**src/rtl/prra_arbiter_ctrl_if.sv**
```systemverilog
// Arbiter handshake bundle: requesters drive request/owner_release, the
// arbiter drives the registered grant outputs.
//
// Handshake: request[i] is level-sensitive and sampled only at the rising
// edge of clk. owner_release is a single-cycle strobe from the current owner
// and is ignored while grant_valid=0. grant/grant_index/grant_valid change
// only at rising edges; grant is one-hot while grant_valid=1, all zeros
// otherwise. timeout is a one-cycle pulse marking a forced revocation.
// "release" is a reserved word, so the owner's strobe is named owner_release.
interface prra_arbiter_ctrl_if #(
  parameter int WIDTH      = 4,
  parameter int LOG2_WIDTH = $clog2(WIDTH)
);
  logic [WIDTH-1:0]      request;
  logic                  owner_release;
  logic [WIDTH-1:0]      grant;
  logic [LOG2_WIDTH-1:0] grant_index;
  logic                  grant_valid;
  logic                  timeout;

  // Requester side.
  modport master (
    output request,
    output owner_release,
    input  grant,
    input  grant_index,
    input  grant_valid,
    input  timeout
  );

  // Arbiter side.
  modport slave (
    input  request,
    input  owner_release,
    output grant,
    output grant_index,
    output grant_valid,
    output timeout
  );
endinterface

```
**src/rtl/prra_arbiter_ctrl.sv**
```systemverilog
// Sequential pseudo-round-robin arbiter. A winner is locked until it releases
// or the optional hold timeout fires; the last owner always gets the lowest
// priority in the following search. dbg_state exposes the FSM (0=IDLE,
// 1=LOCKED).
module prra_arbiter_ctrl #(
  parameter int WIDTH      = 4,
  parameter int LOG2_WIDTH = $clog2(WIDTH),
  parameter int MAX_HOLD   = 0,
  parameter int HOLD_WIDTH = 16
) (
  input  logic                   clk,
  input  logic                   rst_n,
  prra_arbiter_ctrl_if.slave     bus,
  output logic                   dbg_state
);

  typedef enum logic {
    S_IDLE   = 1'b0,
    S_LOCKED = 1'b1
  } state_t;

  // Counter value on which a hold expires; unused when MAX_HOLD is 0.
  localparam bit                  HOLD_EN     = (MAX_HOLD != 0);
  localparam int                  HOLD_LAST_I = (MAX_HOLD == 0) ? 0 : MAX_HOLD - 1;
  localparam logic [HOLD_WIDTH-1:0] HOLD_LAST = HOLD_WIDTH'(HOLD_LAST_I);
  localparam logic [LOG2_WIDTH-1:0] LAST_RST  = LOG2_WIDTH'(WIDTH - 1);

  state_t                  state_q, state_n;
  logic [WIDTH-1:0]        grant_q, grant_n;
  logic [LOG2_WIDTH-1:0]   idx_q, idx_n;
  logic [LOG2_WIDTH-1:0]   last_q, last_n;
  logic [HOLD_WIDTH-1:0]   cnt_q, cnt_n;
  logic                    timeout_q, timeout_n;

  logic [LOG2_WIDTH-1:0]   search_base;
  logic [LOG2_WIDTH-1:0]   win_idx;
  logic                    win_found;
  logic [WIDTH-1:0]        win_onehot;
  logic                    hold_expired;
  logic                    end_event;

  // Priority search. While LOCKED the search only matters on an end event,
  // where the new "last" is the current owner, so the base is grant_index.
  // Offsets are scanned from farthest to nearest so the nearest set bit wins.
  always_comb begin
    int                    pos;
    logic [LOG2_WIDTH-1:0] pos_idx;
    pos         = 0;
    pos_idx     = '0;
    search_base = (state_q == S_LOCKED) ? idx_q : last_q;
    win_found   = 1'b0;
    win_idx     = '0;
    for (int k = WIDTH; k >= 1; k--) begin
      pos     = (int'(search_base) + k) % WIDTH;
      pos_idx = LOG2_WIDTH'(pos);
      if (bus.request[pos_idx]) begin
        win_found = 1'b1;
        win_idx   = pos_idx;
      end
    end
    win_onehot = {{(WIDTH-1){1'b0}}, 1'b1} << win_idx;
  end

  // End-of-hold detection: owner release or counter reaching its limit.
  always_comb begin
    hold_expired = HOLD_EN && (cnt_q == HOLD_LAST);
    end_event    = (state_q == S_LOCKED) && (bus.owner_release || hold_expired);
  end

  // Next-state and next-output logic.
  always_comb begin
    state_n   = state_q;
    grant_n   = grant_q;
    idx_n     = idx_q;
    last_n    = last_q;
    cnt_n     = cnt_q;
    timeout_n = 1'b0;
    case (state_q)
      S_IDLE: begin
        if (win_found) begin
          grant_n = win_onehot;
          idx_n   = win_idx;
          cnt_n   = '0;
          state_n = S_LOCKED;
        end
      end
      S_LOCKED: begin
        if (end_event) begin
          last_n    = idx_q;
          // A coinciding release makes this a normal handoff, not a timeout.
          timeout_n = hold_expired && !bus.owner_release;
          if (win_found) begin
            grant_n = win_onehot;
            idx_n   = win_idx;
            cnt_n   = '0;
          end else begin
            grant_n = '0;
            idx_n   = '0;
            state_n = S_IDLE;
          end
        end else if (cnt_q != {HOLD_WIDTH{1'b1}}) begin
          cnt_n = cnt_q + HOLD_WIDTH'(1);
        end
      end
      default: begin
        state_n = S_IDLE;
        grant_n = '0;
        idx_n   = '0;
      end
    endcase
  end

  // State and output registers with asynchronous active-low reset.
  always_ff @(posedge clk or negedge rst_n) begin
    if (!rst_n) begin
      state_q   <= S_IDLE;
      grant_q   <= '0;
      idx_q     <= '0;
      last_q    <= LAST_RST;
      cnt_q     <= '0;
      timeout_q <= 1'b0;
    end else begin
      state_q   <= state_n;
      grant_q   <= grant_n;
      idx_q     <= idx_n;
      last_q    <= last_n;
      cnt_q     <= cnt_n;
      timeout_q <= timeout_n;
    end
  end

  assign bus.grant       = grant_q;
  assign bus.grant_index = idx_q;
  assign bus.grant_valid = (state_q == S_LOCKED);
  assign bus.timeout     = timeout_q;
  assign dbg_state       = state_q;

endmodule
```
**src/flat_wrapper.sv**
```systemverilog
// flat-port wrapper written by rule: the top's interface ports become plain ports
module prra_arbiter_ctrl_flat 
#(
  parameter int WIDTH      = 4,
  parameter int LOG2_WIDTH = $clog2(WIDTH),
  parameter int MAX_HOLD   = 0,
  parameter int HOLD_WIDTH = 16
)
  (clk, rst_n, dbg_state, bus_request, bus_owner_release, bus_grant, bus_grant_index, bus_grant_valid, bus_timeout);
  prra_arbiter_ctrl_if #(.WIDTH(WIDTH), .LOG2_WIDTH(LOG2_WIDTH)) bus_i ();
  input  logic clk;
  input  logic rst_n;
  output logic dbg_state;
  input wire logic [$bits(bus_i.request)-1:0] bus_request;
  input wire logic [$bits(bus_i.owner_release)-1:0] bus_owner_release;
  output wire logic [$bits(bus_i.grant)-1:0] bus_grant;
  output wire logic [$bits(bus_i.grant_index)-1:0] bus_grant_index;
  output wire logic [$bits(bus_i.grant_valid)-1:0] bus_grant_valid;
  output wire logic [$bits(bus_i.timeout)-1:0] bus_timeout;
  assign bus_i.request = bus_request;
  assign bus_i.owner_release = bus_owner_release;
  assign bus_grant = bus_i.grant;
  assign bus_grant_index = bus_i.grant_index;
  assign bus_grant_valid = bus_i.grant_valid;
  assign bus_timeout = bus_i.timeout;
  prra_arbiter_ctrl #(.WIDTH(WIDTH), .LOG2_WIDTH(LOG2_WIDTH), .MAX_HOLD(MAX_HOLD), .HOLD_WIDTH(HOLD_WIDTH)) u_core (.clk(clk), .rst_n(rst_n), .bus(bus_i), .dbg_state(dbg_state));
endmodule
```
**config.mk**
```make
export PLATFORM = sky130hd
export DESIGN_NAME = prra_arbiter_ctrl_flat
export DESIGN_NICKNAME = d
export VERILOG_FILES = /design/src/rtl/prra_arbiter_ctrl_if.sv /design/src/rtl/prra_arbiter_ctrl.sv /design/src/flat_wrapper.sv
export SDC_FILE = /design/constraint.sdc
export NUM_CORES = 1
export LEC_CHECK = 0
export ABC_AREA = 1
export CAP_MARGIN = 20
export CORE_UTILIZATION = 52
export CTS_CLUSTER_SIZE = 12
export DETAILED_ROUTE_END_ITERATION = 16
export GPL_TIMING_DRIVEN = 0
export PLACE_DENSITY = 0.9
export SYNTH_ARGS = -nofsm -noshare
export SYNTH_HDL_FRONTEND = slang
export SYNTH_SLANG_ARGS = --single-unit
```
**constraint.sdc**
```tcl
create_clock -name clk -period 2.8 [get_ports clk]
set_clock_uncertainty 0.2 [all_clocks]
set_input_delay 0.56 -clock clk [delete_from_list [all_inputs] [get_ports clk]]
set_output_delay 0.56 -clock clk [all_outputs]
set_load 0.02 [all_outputs]
```
Word level (Yosys, flattened, before mapping)
Cells that the tools add are included.

cells by class
  add/sub/neg operators = 4
  $lt $le $gt $ge = 4
  equal/unequal tests = 2
  shift-type cells = 1
  muxes and demuxes = 28
  bitwise operators = 1
  reduce and logical (&&, ||, !) cells = 3

operator list
  operator                                                              count
  2-bit two-way mux                                                     8
  2-bit by 3-bit < comparator with 1-bit output, second input constant  4
  4-bit two-way mux                                                     3
  1-bit two-way mux                                                     10
  1-bit binary-select mux with 2-bit select                             4
  4-bit case mux with 2 select lines                                    1
  2-bit by 1-bit adder with 2-bit output, second input constant         2
  2-bit adder, second input constant                                    2
  2-bit case mux with 2 select lines                                    1
  2-bit AND reduction                                                   2
  1-bit by 2-bit << shifter with 4-bit output, first input constant     1
  2-bit by 1-bit != test with 1-bit output, second input constant       1
  2-bit != test, second input constant                                  1
  1-bit case mux with 2 select lines                                    1
  1-bit logical AND                                                     1
  1-bit NOT                                                             1

storage, ports and cells
  bits in registers = 9
  bits of input ports = 7
  logic and storage cells = 47

Depth between registers and ports, before layout
Gate-level depths: netlist of run 1.

  word-level depth = 12
  gate-level depth with buffers = 14

Worst setup path after synthesis of run 1
OpenSTA, ideal clock, no wires.

  kind = reg-to-reg
  start = register u_core.state_q (netlist: u_core.bus.grant_valid)
  end = register u_core.grant_q[0] (netlist: u_core.bus.grant[0])
  arrival time = 1538 ps
  setup slack = 945 ps
  cell stages (with the launch flop) = 14
  cells stage by stage = dfrtp_1 -> nand2_2 -> nand2_4 -> nand2_1 -> nand2_2 -> nand2_1 -> nand2_2 -> nand2_1 -> nand2_1 -> nand2_1 -> nand2_1 -> inv_1 -> nand3_1 -> nand2_1

on the way
  longest elaborated chain between the ends = 12
  elaborated cells on any way between the ends = 31
  classes of those cells = add/sub (4); eq/ne (2); shift (1); mux (21); bitwise (1); reduce/logical (2)

RTL lines
  item                                         line                      text
  start: declaration                           prra_arbiter_ctrl.sv:28   state_t state_q, state_n;
  start signal: assignment                     prra_arbiter_ctrl.sv:123  state_q <= state_n;
  2-bit two-way mux                            prra_arbiter_ctrl.sv:50   search_base = (state_q == S_LOCKED) ? idx_q : last_q;
  2-bit by 1-bit adder with 2-bit output       prra_arbiter_ctrl.sv:54   pos = (int'(search_base) + k) % WIDTH;
  1-bit binary-select mux with 2-bit select    prra_arbiter_ctrl.sv:56   if (bus.request[pos_idx]) begin
  1-bit two-way mux (not written as such)      prra_arbiter_ctrl.sv:56
  2-bit two-way mux (4 in series)              prra_arbiter_ctrl.sv:56
  1-bit by 2-bit << shifter with 4-bit output  prra_arbiter_ctrl.sv:61   win_onehot = {{(WIDTH-1){1'b0}}, 1'b1} << win_idx;
  4-bit two-way mux                            prra_arbiter_ctrl.sv:92   if (win_found) begin
  4-bit two-way mux                            prra_arbiter_ctrl.sv:88   if (end_event) begin
  4-bit case mux with 2 select lines           prra_arbiter_ctrl.sv:78   case (state_q)
  end signal: assignment                       prra_arbiter_ctrl.sv:124  grant_q <= grant_n;
  end: declaration                             prra_arbiter_ctrl.sv:29   logic [WIDTH-1:0] grant_q, grant_n;

Parallel ways exist; a longest one is shown, timed or not. The select of a mux whose other input is x is not followed.
A chain may end at the register's enable or synchronous reset.

Worst setup path after layout of run 1
  start = register u_core.state_q (netlist: u_core.bus.grant_valid)
  end = output port dbg_state

RTL lines
  item              line                text
  end: declaration  flat_wrapper.sv:13  output logic dbg_state;

No word-level cell between the ends.

==> flow_metrics.py, run 1 <==
metrics = {
    "outcome": {
        "outcome": "complete, no violations",
    },
    "worst_setup_path": {
        "max_stage_delay_ns": 0.59,
        "crit_path_start_kind": "register",
        "path_cells": "buf_4 -> clkdlybuf4s50_1",
        "cp_slowest_cell": "clkdlybuf4s50_1",
        "crit_type": "register to primary output",
        "r2r-end": "u_core.bus.grant[0]",
        "rrSetupSlack_ns": 0.77,
        "r2r_cells": 12,
        "path_max_fanout": 9,
        "critPathRequiredTime_ns": 2.04,
        "worstPathArrival_ns": 1.57,
        "crit_path_end_kind": "primary output",
        "r2r_start": "u_core.bus.grant_valid",
    },
    "sta": {
        "setup_violations": 0,
        "min_period_ns": 2.33,
        "timing.fmax_mhz": 429,
        "drv_slew": 0,
        "rsz0062_at_grt": "false",
        "whs_ns": 0.276,
        "tns_ns": 0,
        "period_share_pct": 83.2,
        "hold_violations": 0,
    },
    "cells_and_area": {
        "drive_gt1_share_pct": 19.9,
        "num_antenna_cells": 0,
        "nets": 144,
        "area_delta_synth_final_pct": 25.2,
        "post-route-util_pct": 70.7,
        "finalNonFillerCells": 151,
    },
    "routing": {
        "wl_per_cell_um": 11.1,
        "dr.pass1.iters": 5,
        "vias": 763,
        "vias_per_cell": 5.05,
        "wl_mm": 1.68,
        "ant_nets": 0,
        "drt_iter0_markers": 24,
        "drc_errors": 0,
    },
    "cts": {
        "cts.sinks": 9,
        "cts_root_buf": "clkbuf_4",
        "clockBufferDepth": 2,
        "cts_tree": "yes",
        "clk_latency_ns": 0.26,
        "htreeDepth": 1,
        "ctsHoldBuffers": 0,
        "cts_resized": 0,
        "postCtsSetupBuffers": 0,
        "cts_buffers": 3,
        "clk_pin_slew_ns": 0.07,
    },
    "synth": {
        "synth_nets": 125,
        "synthCells": 118,
        "synth-seq-cells": 9,
        "synth-seq-area-share_pct": 31.0,
        "synthTopCellsByArea": "nand2_1 28%, dfrtp_1 24%, nand2_2 10%",
        "ys_warn_count": 0,
        "synth_top_area_cell": "nand2_1",
        "syn_avg_cell_area_um2": 6.22,
        "synth_top_area_share_pct": 27.6,
        "synth_cell_type_count": 17,
        "synth_area_um2": 734,
    },
    "power": {
        "power.leakage_nw": 0.519,
        "p_per_area_nw_per_um2": 1130,
        "peakVddDrop_mv": 0.565,
    },
    "worst_hold_path": {
        "min_from": "u_core.bus.grant[2]",
        "min_path_type": "register to register",
        "hold_path_end": "u_core.bus.grant[2]",
        "min_path_cells": 2,
    },
    "floorplan": {
        "rows": 13,
        "ioPinCount": 16,
        "die_y_um": 39.6,
        "die_x_um": 39.6,
        "core_region_area_um2": 1300,
        "die_area_um2": 1570,
        "start_util_pct": 56.4,
    },
    "place": {
        "numPortBuffers": 14,
        "place_hpwl_mm": 1.27,
        "dp.cells": 147,
        "place.gp.congestion": 0.749,
    },
    "global_routing": {
        "gr-total-overflow": 0,
        "grt_pass1_vias": 658,
        "globalRouteTotalUtil_pct": 23.9,
        "antenna_found_initial": 0,
        "grt_first_pass_wirelength_mm": 2.48,
        "grt_max_degree": 10,
    },
    "flow_run": {
        "max-cap-violations": 0,
    },
}
-- critical path: cells and delay by family, from the launching register on --
kind                   cells  cell delay (ns)
buffers and inverters      2             0.76
flip-flops                 1             0.55
-- stage by stage --
stage	setup slack [ns]	instance area [um2]	total power, W
floorplan	0.945	734	0.000751
global route	0.438	920	0.00112
finish	0.469	920	0.00103
CTS	0.469	920	0.00104
detailed placement	0.527	893	0.000926
global placement	0.583	893	0.000905
-- cell usage after synthesis --
library cell / instances
nand3_1: 12
a21boi_0: 1
conb_1: 1
o21ai_0: 2
dfstp_2: 2
inv_1: 12
nor2_1: 2
buf_4: 2
nand2_2: 12
o21a_1: 1
o21ai_2: 1
nand2_1: 54
inv_2: 2
dfrtp_1: 7
nor2_2: 2
o21ai_1: 2
nand2_4: 3
-- cell usage in the layout, fill, tap and decap left out, drive strengths merged --
| master | n |
|---|---|
| dfstp | 2 |
| conb | 1 |
| o21a | 1 |
| buf | 2 |
| clkbuf | 4 |
| dfrtp | 7 |
| nand2 | 69 |
| nand3 | 12 |
| a21boi | 1 |
| o21ai | 5 |
| clkdlybuf4s50 | 14 |
| nor2 | 4 |
| inv | 14 |
-- worst max path at each step --
| stage | startpoint | endpoint | slack, ns | cells after the start |
|---|---|---|---|---|
| 3_5_place_dp | bus_request[3] | u_core.bus.grant[0] | 0.53 | 13 |
| 2_1_floorplan | u_core.bus.grant_valid | u_core.bus.grant[0] | 0.95 | 13 |
| 5_1_grt | u_core.bus.grant_valid | dbg_state | 0.44 | 2 |
| 6_report | u_core.bus.grant_valid | dbg_state | 0.47 | 2 |
| 3_3_place_gp | bus_request[2] | u_core.bus.grant_index[0] | 0.58 | 11 |
| 4_1_cts | u_core.bus.grant_valid | dbg_state | 0.47 | 2 |
-- sequential cells by signal (all words and copies together) (netlist names) --
register	cells
u_core.bus.grant_valid	1
u_core.bus.grant	4
u_core.last_q	2
u_core.bus.grant_index	2
-- routing by layer --
layer	up-vias	global-route usage (%)	wire length [um]
met5	-	0	0
met4	0	14.7	25
met3	4	3.41	65
met2	16	44.3	847
met1	349	24.5	737
li1	394	-	-
-- kinds of logic after synthesis --
| kind of cell | share of synthesized area (%) |
|---|---|
| AOI/OAI and AO/OA | 5.96 |
| buffers and inverters | 9.20 |
| DFF | 31.0 |
| other | 0.511 |
| and+or+nand+nor | 53.3 |
-- cell type report --
cell class / count / area (um2)
multi-input combinational: 93 / 439
clock buffer: 4 / 26.3
tap: 15 / 18.8
fill: 108 / 382
inverter: 14 / 52.6
timing repair buffer: 14 / 140
buffer: 2 / 15.0
sequential: 9 / 228
-- where the power goes --
group	leakage, nW	internal (W)	total, W	switching [W]
combinational	0.396	0.000256	0.000704	0.000449
sequential	0.107	0.000187	0.000226	0.0000386
clock	0.0150	0.0000551	0.000105	0.0000497
(Power assumes the default switching activity.)
==> inputs of run 2 (changes only) <==
--- a/config.mk
+++ b/config.mk
@@ -7,11 +7,11 @@
 export LEC_CHECK = 0
 export ABC_AREA = 1
 export CAP_MARGIN = 20
-export CORE_UTILIZATION = 52
+export CORE_UTILIZATION = 44
 export CTS_CLUSTER_SIZE = 12
 export DETAILED_ROUTE_END_ITERATION = 16
 export GPL_TIMING_DRIVEN = 0
-export PLACE_DENSITY = 0.9
+export PLACE_DENSITY = 0.82
 export SYNTH_ARGS = -nofsm -noshare
 export SYNTH_HDL_FRONTEND = slang
 export SYNTH_SLANG_ARGS = --single-unit
==> constraint.sdc (replaced) <==
create_clock -name clk -period 2.1 [get_ports clk]
set_clock_uncertainty 0.2 [all_clocks]
set_input_delay 0.42 -clock clk [delete_from_list [all_inputs] [get_ports clk]]
set_output_delay 0.42 -clock clk [all_outputs]
set_load 0.02 [all_outputs]
==> run 2 against run 1 <==
- register-to-register slack lost 0.62 ns
- critical path depth is the same
- via count shrank 3.0%
- global-route usage shrank 4.9 points
==> flow_metrics.py, run 2 (synthesis results as in run 1) <==
metrics = {
    "outcome": {
        "outcome": "complete, no violations",
    },
    "worst_setup_path": {
        "crit_path_start_kind": "register",
        "path_max_fanout": 6,
        "max_stage_delay_ns": 0.58,
        "path_cells": "buf_4 -> clkdlybuf4s50_1",
        "r2r_cells": 12,
        "crit_path_end_kind": "primary output",
        "cp_slowest_cell": "clkdlybuf4s50_1",
        "crit_type": "register to primary output",
        "worstPathArrival_ns": 1.41,
        "critPathRequiredTime_ns": 1.48,
    },
    "place": {
        "dpl_worst_slack_ns": 0.0134,
        "place.gp.congestion": 0.873,
        "numPortBuffers": 14,
        "place_hpwl_mm": 1.21,
    },
    "sta": {
        "whs_ns": 0.244,
        "min_period_ns": 2.03,
        "fin_ws_ns": 0.0738,
        "timing.fmax_mhz": 494,
        "rsz0062_at_grt": "false",
        "setup_violations": 0,
        "hold_violations": 0,
        "period_share_pct": 96.5,
        "drv_slew": 0,
        "tns_ns": 0,
    },
    "routing": {
        "ant_nets": 0,
        "dr.pass1.iters": 4,
        "vias_per_cell": 4.84,
        "drt_iter0_markers": 16,
        "vias": 740,
        "wl_per_cell_um": 10.2,
        "drc_errors": 0,
        "wl_mm": 1.56,
    },
    "floorplan": {
        "die_x_um": 42.9,
        "rows": 14,
        "start_util_pct": 48.2,
        "die_area_um2": 1840,
        "core_region_area_um2": 1520,
        "ioPinCount": 16,
        "die_y_um": 42.9,
    },
    "cts": {
        "clk_pin_slew_ns": 0.06,
        "clockBufferDepth": 2,
        "cts.sinks": 9,
        "ctsHoldBuffers": 0,
        "clk_latency_ns": 0.26,
        "cts_root_buf": "clkbuf_4",
        "htreeDepth": 1,
        "cts_tree": "yes",
        "cts_buffers": 3,
    },
    "power": {
        "p_switching_w": 0.000706,
        "p_per_area_nw_per_um2": 1470,
        "power.leakage_nw": 0.523,
        "pwr-share-seq_pct": 22.0,
        "peakVddDrop_mv": 0.870,
        "clockPowerShare_pct": 9.5,
        "p_int_w": 0.000666,
        "p_comb_share_pct": 68.5,
        "netSwitchingFraction_pct": 51.4,
    },
    "global_routing": {
        "grt_util_met1_pct": 22.8,
        "globalRouteTotalUtil_pct": 19.0,
        "antenna_found_initial": 0,
        "globalRoute.busiestLayer": "met2",
        "grt_max_degree": 10,
        "grt_first_pass_wirelength_mm": 2.64,
        "gr-total-overflow": 0,
        "grt_util_met3_pct": 2.98,
        "grt_util_met2_pct": 31.8,
        "grt_pass1_vias": 682,
    },
    "worst_hold_path": {
        "min_path_type": "input pin to asynchronous set/reset pin",
    },
    "cells_and_area": {
        "nets": 145,
        "num_antenna_cells": 0,
        "post-route-util_pct": 61.3,
        "drive_gt1_share_pct": 21.2,
        "largest_register_ffs": 4,
        "final_cell_mix": "54 x nand2_1, 14 x clkdlybuf4s50_1, 12 x nand2_2, 12 x inv_1, 12 x nand3_1",
        "area_delta_synth_final_pct": 27.3,
        "layout_commonest_cell": "nand2_1",
    },
    "flow_run": {
        "max-cap-violations": 0,
    },
}
run 2: final cells by class:
type | count | area (um2)
buffer | 2 | 15.0
inverter | 14 | 52.6
sequential | 9 | 229
clock buffer | 4 | 26.3
multi-input combinational | 93 | 447
tap | 16 | 20.0
fill | 143 | 589
timing repair buffer | 15 | 145
run 2: routing by layer:
metal | up-vias | routed length, um
met5 | - | 0
met4 | 0 | 8
met3 | 2 | 66
met2 | 15 | 747
met1 | 326 | 738
li1 | 397 | -
run 2: power by group through the flow:
stage | Clock [W] | Sequential [W] | Combinational (W)
6_report | 0.000130 | 0.000302 | 0.000940
5_1_grt | 0.000141 | 0.000309 | 0.00105
4_1_cts | 0.000135 | 0.000302 | 0.000939
3_5_place_dp | 0 | 0.000304 | 0.000926
3_3_place_gp | 0 | 0.000298 | 0.000910
2_1_floorplan | 0 | 0.000350 | 0.000651
run 2: final timing paths:
check                                       startpoint                   endpoint  slack, ns
worst max-delay path            u_core.bus.grant_valid                  dbg_state       0.07
worst min-delay path                             rst_n        u_core.bus.grant[1]       0.24
worst max register to register  u_core.bus.grant_valid  u_core.bus.grant_index[0]       0.15
worst min register to register     u_core.bus.grant[2]        u_core.bus.grant[2]       0.28
max in group asynchronous                        rst_n           u_core.last_q[0]       1.14
min in group clk                   u_core.bus.grant[2]        u_core.bus.grant[2]       0.28
run 2: through the flow:
stage	area [um2]	instances	power, W
floorplan	734	118	0.00100
global placement	895	148	0.00121
detailed placement	895	148	0.00123
CTS	922	152	0.00138
global route	935	153	0.00150
finish	935	153	0.00137
run 2: critical path, delay by kind of cell, from the launching register on:
kind                   cells  cell delay [ns]
DFF                        1             0.44
buffers and inverters      2             0.71
run 2: timing repair:
| item | 4_1_cts | 5_1_grt |
|---|---|---|
| gates resized for setup | 1 | 1 |
| setup buffers | 0 | 1 |
| endpoints found under the setup margin | 2 | 5 |
==> inputs of run 3 (changes only) <==
--- a/config.mk
+++ b/config.mk
@@ -6,6 +6,7 @@
 export NUM_CORES = 1
 export LEC_CHECK = 0
 export ABC_AREA = 1
+export ABC_CLOCK_PERIOD_IN_PS = 2100
 export CAP_MARGIN = 20
 export CORE_UTILIZATION = 44
 export CTS_CLUSTER_SIZE = 12
==> results of run 3 <==
The final DEF is identical to that of run 2; final timing and power are the same.
==> variant 1, RTL diff (flow settings as in run 1) <==
`WIDTH` is set to 4 in 3 places; all go to 8.
--- a/src/rtl/prra_arbiter_ctrl_if.sv
+++ b/src/rtl/prra_arbiter_ctrl_if.sv
@@ -10,3 +10,3 @@
 interface prra_arbiter_ctrl_if #(
-  parameter int WIDTH      = 4,
+  parameter int WIDTH      = 8,
   parameter int LOG2_WIDTH = $clog2(WIDTH)
--- a/src/rtl/prra_arbiter_ctrl.sv
+++ b/src/rtl/prra_arbiter_ctrl.sv
@@ -5,3 +5,3 @@
 module prra_arbiter_ctrl #(
-  parameter int WIDTH      = 4,
+  parameter int WIDTH      = 8,
   parameter int LOG2_WIDTH = $clog2(WIDTH),
--- a/src/flat_wrapper.sv
+++ b/src/flat_wrapper.sv
@@ -3,3 +3,3 @@
 #(
-  parameter int WIDTH      = 4,
+  parameter int WIDTH      = 8,
   parameter int LOG2_WIDTH = $clog2(WIDTH),
Interface: changed (resized bus_grant, bus_grant_index and bus_request); port bits go from 16 to 25. No check against the original RTL was run, so the function may have changed too.
==> variant 1 against run 1 <==
The flow now finishes with violations (DRC). Sequential cell count is 6 higher. Global-route usage is 1.0 points higher. Synthesized area is 120% higher. Wire length is 140% higher. Via count is 120% higher. Worst setup slack worse by 340 ps. Cell area is 120% higher. Critical path depth is 15 higher. Critical endpoint is now u_core.bus.grant[3]. Largest cell class unchanged.
Power is left out: the tool's default activity adds up to more than one toggle a clock period on the data nets, which glitch-free logic cannot reach.
==> variant 1: results (changes against run 1) <==
----------------------------------------------------
[Outcome]
  Run status ... complete, but fails checks
  Violated checks ... DRC

[Clock tree]
  H-tree levels ... 1 (unchanged)
  Buffers from clock root to sink, at most ... 2 (unchanged)
  Skew-Pair Late Insertion Delay ... 300 ps (+40 ps)
  CTS root buffer ... clkbuf_4
  Clock slew at the register clock pins of the worst setup and hold paths ... 100 ps (+30 ps)

[Worst setup path]
  Crit path DAT ... 2660 ps (+1090 ps)
  Crit path max-delay family ... simple AND/OR/NAND/NOR gates
  Cell at the slowest stage of the critical path ... dfrtp_2
  Origin of the worst setup path ... u_core.bus.grant_valid
  Worst flop-to-flop path endpoint ... u_core.bus.grant[3]
  Crit Path Max Fanout ... 10 (+1)
  Register-to-register setup slack ... 130 ps (-640 ps)
  Peak per-stage delay on the critical path ... 440 ps (-150 ps)
  Worst R2R Path Depth ... 17 (+5)

[Synth]
  Mean cell area of the mapped netlist ... 6.92 um2 (+11%)
  Count of different cell masters after synthesis ... 28 (+11)
  Sequential area share after synthesis ... 0.236 (-0.0739)
  Leading cell type by number of instances after synthesis ... nand2_1
  Fraction of registers with async set or reset after synthesis ... 1.00 (unchanged)
  Leading post-synthesis cells by cell area ... dfrtp_1, nand3_1, nand2_1
  Most frequent cells after synthesis ... nand2_1, nand3_1, nand2_2
  Syn. warnings ... 0 (unchanged)
  Net count after synthesis ... 245 (+96%)
  Main flop type after synthesis ... dfrtp_1

[Placement]
  Placer's final routability congestion estimate ... 0.929 (+24%)
  HPWL Detailed ... 2980 um (+130%)
  Total placed cells including tap cells ... 286 (+95%)
  Number of buffers inserted by port buffering ... 23 (+9)

[Route]
  DRT iter0 DRCs ... 82 (+240%)
  Average vias per placed instance ... 5.61 (+11%)
  Detailed-route wire length per cell ... 13.7 um (+23%)
  Total via count in the routed design ... 1662 (+120%)
  DRC violations left ... 1 (+1)
  DR pass1 iterations ... 10 (+5)

[Hold path]
  Critical hold path startpoint ... u_core.last_q[2]
  End point of the most critical hold path ... u_core.last_q[2]
  Tightest Hold Check Type ... register to register
  Cell depth of the worst hold path ... 2 (unchanged)

[Timing]
  Pins over their slew limit ... 0 (unchanged)
  Worst slew margin relative to its limit ... 0.568
  Final hold slack ... 306 ps (+30.3 ps)

[Cells and area]
  Number of fillers in the final layout ... 243 (+130%)
  Flip-flop count of the largest register after layout ... 8 (+4)
  Layout cell share with drive strength beyond 1 ... 0.355 (+0.156)
  Final nets ... 279 (+94%)

[Global routing]
  Gr usage total ... 0.249 (+0.0104)
  Maximum number of pins on one net before global-route repair ... 16 (+6)
  Fraction of met2 tracks used by global routing ... 0.434 (-0.00907)
  Met3 capacity usage during global routing ... 0.0272 (-0.00688)
  Grt met1 use ... 0.313 (+0.0686)
  Vias in the first global route ... 1513 (+130%)
  Global-route wire length before repair ... 6470 um (+160%)
  Antenna violations before repair ... 0 (unchanged)

----------------------------------------------------
variant 1: final cells by class:
type                    count  area, um2  area share
inverters                  26        110      0.0534
well taps                  31       38.8      0.0188
multi-input cells         185       1160       0.564
plain buffers               6       63.8      0.0310
clock buffers               3       22.5      0.0109
repair buffers             29        275       0.134
clock inverters             1       7.51     0.00364
flip-flops and latches     15        380       0.185
variant 1: worst min-delay path, stage by stage (launching register included):
cell	delay [ps]
dfstp_2	380
nand2_1	50
o21ai_0	70
variant 1: through the flow:
stage | setup WS (ps) | TNS [ps] | instance area (um2) | utilization
6_report | 128 | 0 | 2060 | 0.728
5_1_grt | 11.8 | 0 | 2060 | 0.728
4_1_cts | 75.6 | 0 | 1930 | 0.682
3_5_place_dp | -181 | -1600 | 1880 | 0.663
3_3_place_gp | -128 | -947 | 1880 | 0.663
2_1_floorplan | 58.5 | 0 | 1610 | -
variant 1: worst max-delay path by stage:
stage / end / depth (start not counted) / slack (ps)
CTS: u_core.bus.grant[3] / 17 / 80
detailed placement: u_core.bus.grant_index[0] / 16 / -180
global route: u_core.bus.grant[6] / 20 / 10
global placement: u_core.bus.grant_index[0] / 15 / -130
floorplan: u_core.bus.grant_index[0] / 16 / 60
finish: u_core.bus.grant[3] / 17 / 130
variant 1: logic make-up after synthesis:
group / after synthesis / synth area share
AO/OA/AOI/OAI: 18 / 0.0779
flip-flops: 15 / 0.236
AND/OR/NAND/NOR: 164 / 0.567
other: 1 / 0.00234
buffers and inverters: 32 / 0.101
adder cells (fa/ha/maj): 2 / 0.0156
variant 1: timing repair:
| action | 4_1_cts | 5_1_grt |
|---|---|---|
| gates resized for setup | 6 | 21 |
| setup buffers | 0 | 6 |
| hold endpoints to repair | 0 | 0 |
| pin swaps | 2 | 3 |
| endpoints found under the setup margin | 11 | 11 |
| hold buffers | 0 | 0 |
variant 1: metal layers:
| layer | vias to the layer above | share of wire |
|---|---|---|
| li1 | 825 | - |
| met1 | 755 | 0.42 |
| met2 | 61 | 0.50 |
| met3 | 21 | 0.050 |
| met4 | 0 | 0.036 |
| met5 | - | 0 |
==> variant 2, RTL diff (flow settings as in run 1) <==
Made on the original files. Register the output `dbg_state` once more, without a reset; this adds one clock of latency there. The other outputs are not delayed to match.
--- a/src/rtl/prra_arbiter_ctrl.sv
+++ b/src/rtl/prra_arbiter_ctrl.sv
@@ -135,3 +135,5 @@
   assign bus.timeout     = timeout_q;
-  assign dbg_state       = state_q;
+  always_ff @(posedge clk) begin
+    dbg_state <= state_q;
+  end
 
Behaviour: not the same (Yosys sat finds a counterexample within 4 cycles, from zero or initial values and one cycle with rst_n low).
==> variant 2 against run 1 <==
Worst hold slack better by 7.8 ps. Power is 4.1% higher. Via count is 2.4% higher. Synthesized area is 1.7% higher. Synthesized cell count stayed put. Wire length is 0.36% lower. Critical path depth is 1 lower. Sequential cell count is 1 higher. Cell area is 2.4% higher. Worst setup slack better by 79 ps. Critical path type unchanged. Critical endpoint is now bus_grant_valid.
==> variant 2: results (changes against run 1) <==
----------------------------------------------------
[Route]
  Average vias per placed instance ... 5.17 (+2.4%)
  Post-Route WL ... 1670 um (-0.36%)
  DR pass1 iterations ... 4 (-1)
  DRT met1 WL ... 724 um (-1.8%)
  DRT iter0 DRCs ... 26 (+8.3%)
  Wire length on met2 ... 837 um (-1.2%)
  Length of routed met3 wiring ... 73 um (+12%)

[Worst setup path]
  Crit path DAT ... 1490 ps (-80 ps)
  Crit path max-delay family ... buffers and inverters
  Critical path startpoint category ... register
  Worst R2R Path Depth ... 12 (unchanged)
  Worst flop-to-flop path endpoint ... u_core.bus.grant_index[0]
  Peak per-stage delay on the critical path ... 680 ps (+90 ps)
  Crit path to ... bus_grant_valid

[Placement]
  Placer's final routability congestion estimate ... 0.793 (+5.9%)
  Number of buffers inserted by port buffering ... 14 (unchanged)
  HPWL Detailed ... 1250 um (-2.1%)

[Clock tree]
  Skew-Pair Late Insertion Delay ... 270 ps
  Post-CTS repair timing setup buffer count ... 0 (unchanged)
  Clock slew at the register clock pins of the worst setup and hold paths ... 60 ps

[Global routing]
  Met3 capacity usage during global routing ... 0.0398 (+0.00568)
  Antenna violations before repair ... 0 (unchanged)
  Gr usage total ... 0.259 (+0.0205)
  Grt met1 use ... 0.317 (+0.0720)
  Fraction of met2 tracks used by global routing ... 0.427 (-0.0152)
  Vias in the first global route ... 666 (+1.2%)
  Global-route wire length before repair ... 2680 um (+8.4%)

[Hold path]
  Critical hold path startpoint ... u_core.bus.grant[2]

[Cells and area]
  Flip-flop count of the largest register after layout ... 4 (unchanged)
  Final nets ... 144 (unchanged)

[Synth]
  Sequential area share after synthesis ... 0.332 (+0.0216)
  Fraction of registers with async set or reset after synthesis ... 0.900 (-0.100)
  Leading post-synthesis cells by cell area ... nand2_1, dfrtp_1, nand2_2
  Count of different cell masters after synthesis ... 18 (+1)

[Power]
  Pleak ... 0.528 nW (+1.9%)
  VDD IR-drop max ... 0.673 mV (+19%)
  Sw Ratio ... 0.503 (-0.0162)

[Outcome]
  Run status ... complete, no violations

----------------------------------------------------
==> variant 2: cell types whose count changed after synthesis, sizes merged <==
| cell | run 1 | this run |
|---|---|---|
| dfxtp | 0 | 1 |
| buf | 2 | 1 |
==> variant 2: power by group through the flow <==
stage               Clock [W]  Combinational [W]  Sequential (W)
floorplan                   0           0.000484        0.000282
global placement            0           0.000679        0.000240
detailed placement          0           0.000697        0.000242
CTS                  0.000133           0.000702        0.000241
global route         0.000140           0.000788        0.000247
finish               0.000130           0.000706        0.000242
==> variant 2: kinds of logic (layout without fill, tap and decap cells) <==
logic type,Yosys count,count (layout),synth area share
compound gates,7,7,0.0586
buf+inv,15,33,0.0804
flops,10,10,0.332
other cells,1,1,0.00502
simple gates,85,85,0.524
==> variant 2: metrics by stage <==
step / instances / area [um2] / setup WS [ps] / power, W / hold slack (ps)
floorplan: 118 / 747 / 952 / 0.000766 / 64.4
global placement: 147 / 906 / 591 / 0.000919 / 259
detailed placement: 147 / 906 / 530 / 0.000939 / 268
CTS: 151 / 942 / 543 / 0.00108 / 286
global route: 151 / 942 / 511 / 0.00118 / 304
finish: 151 / 942 / 549 / 0.00108 / 284
==> variant 2: how the worst min path moves through the flow <==
stage                           to  slack (ps)  depth (start not counted)
2_1_floorplan  u_core.bus.grant[0]          60                          0
3_3_place_gp   u_core.bus.grant[2]         260                          2
3_5_place_dp   u_core.bus.grant[2]         270                          2
4_1_cts        u_core.bus.grant[2]         290                          2
5_1_grt        u_core.bus.grant[2]         300                          2
6_report       u_core.bus.grant[2]         280                          2
==> variant 2: layout make-up <==
class | instances | area (um2)
Timing Repair Buffer | 14 | 140
Buffer | 1 | 7.51
Sequential cell | 10 | 248
Tap cell | 15 | 18.8
Inverter | 14 | 52.6
Multi-Input combinational cell | 93 | 439
Fill cell | 98 | 375
Clock buffer | 4 | 36.3
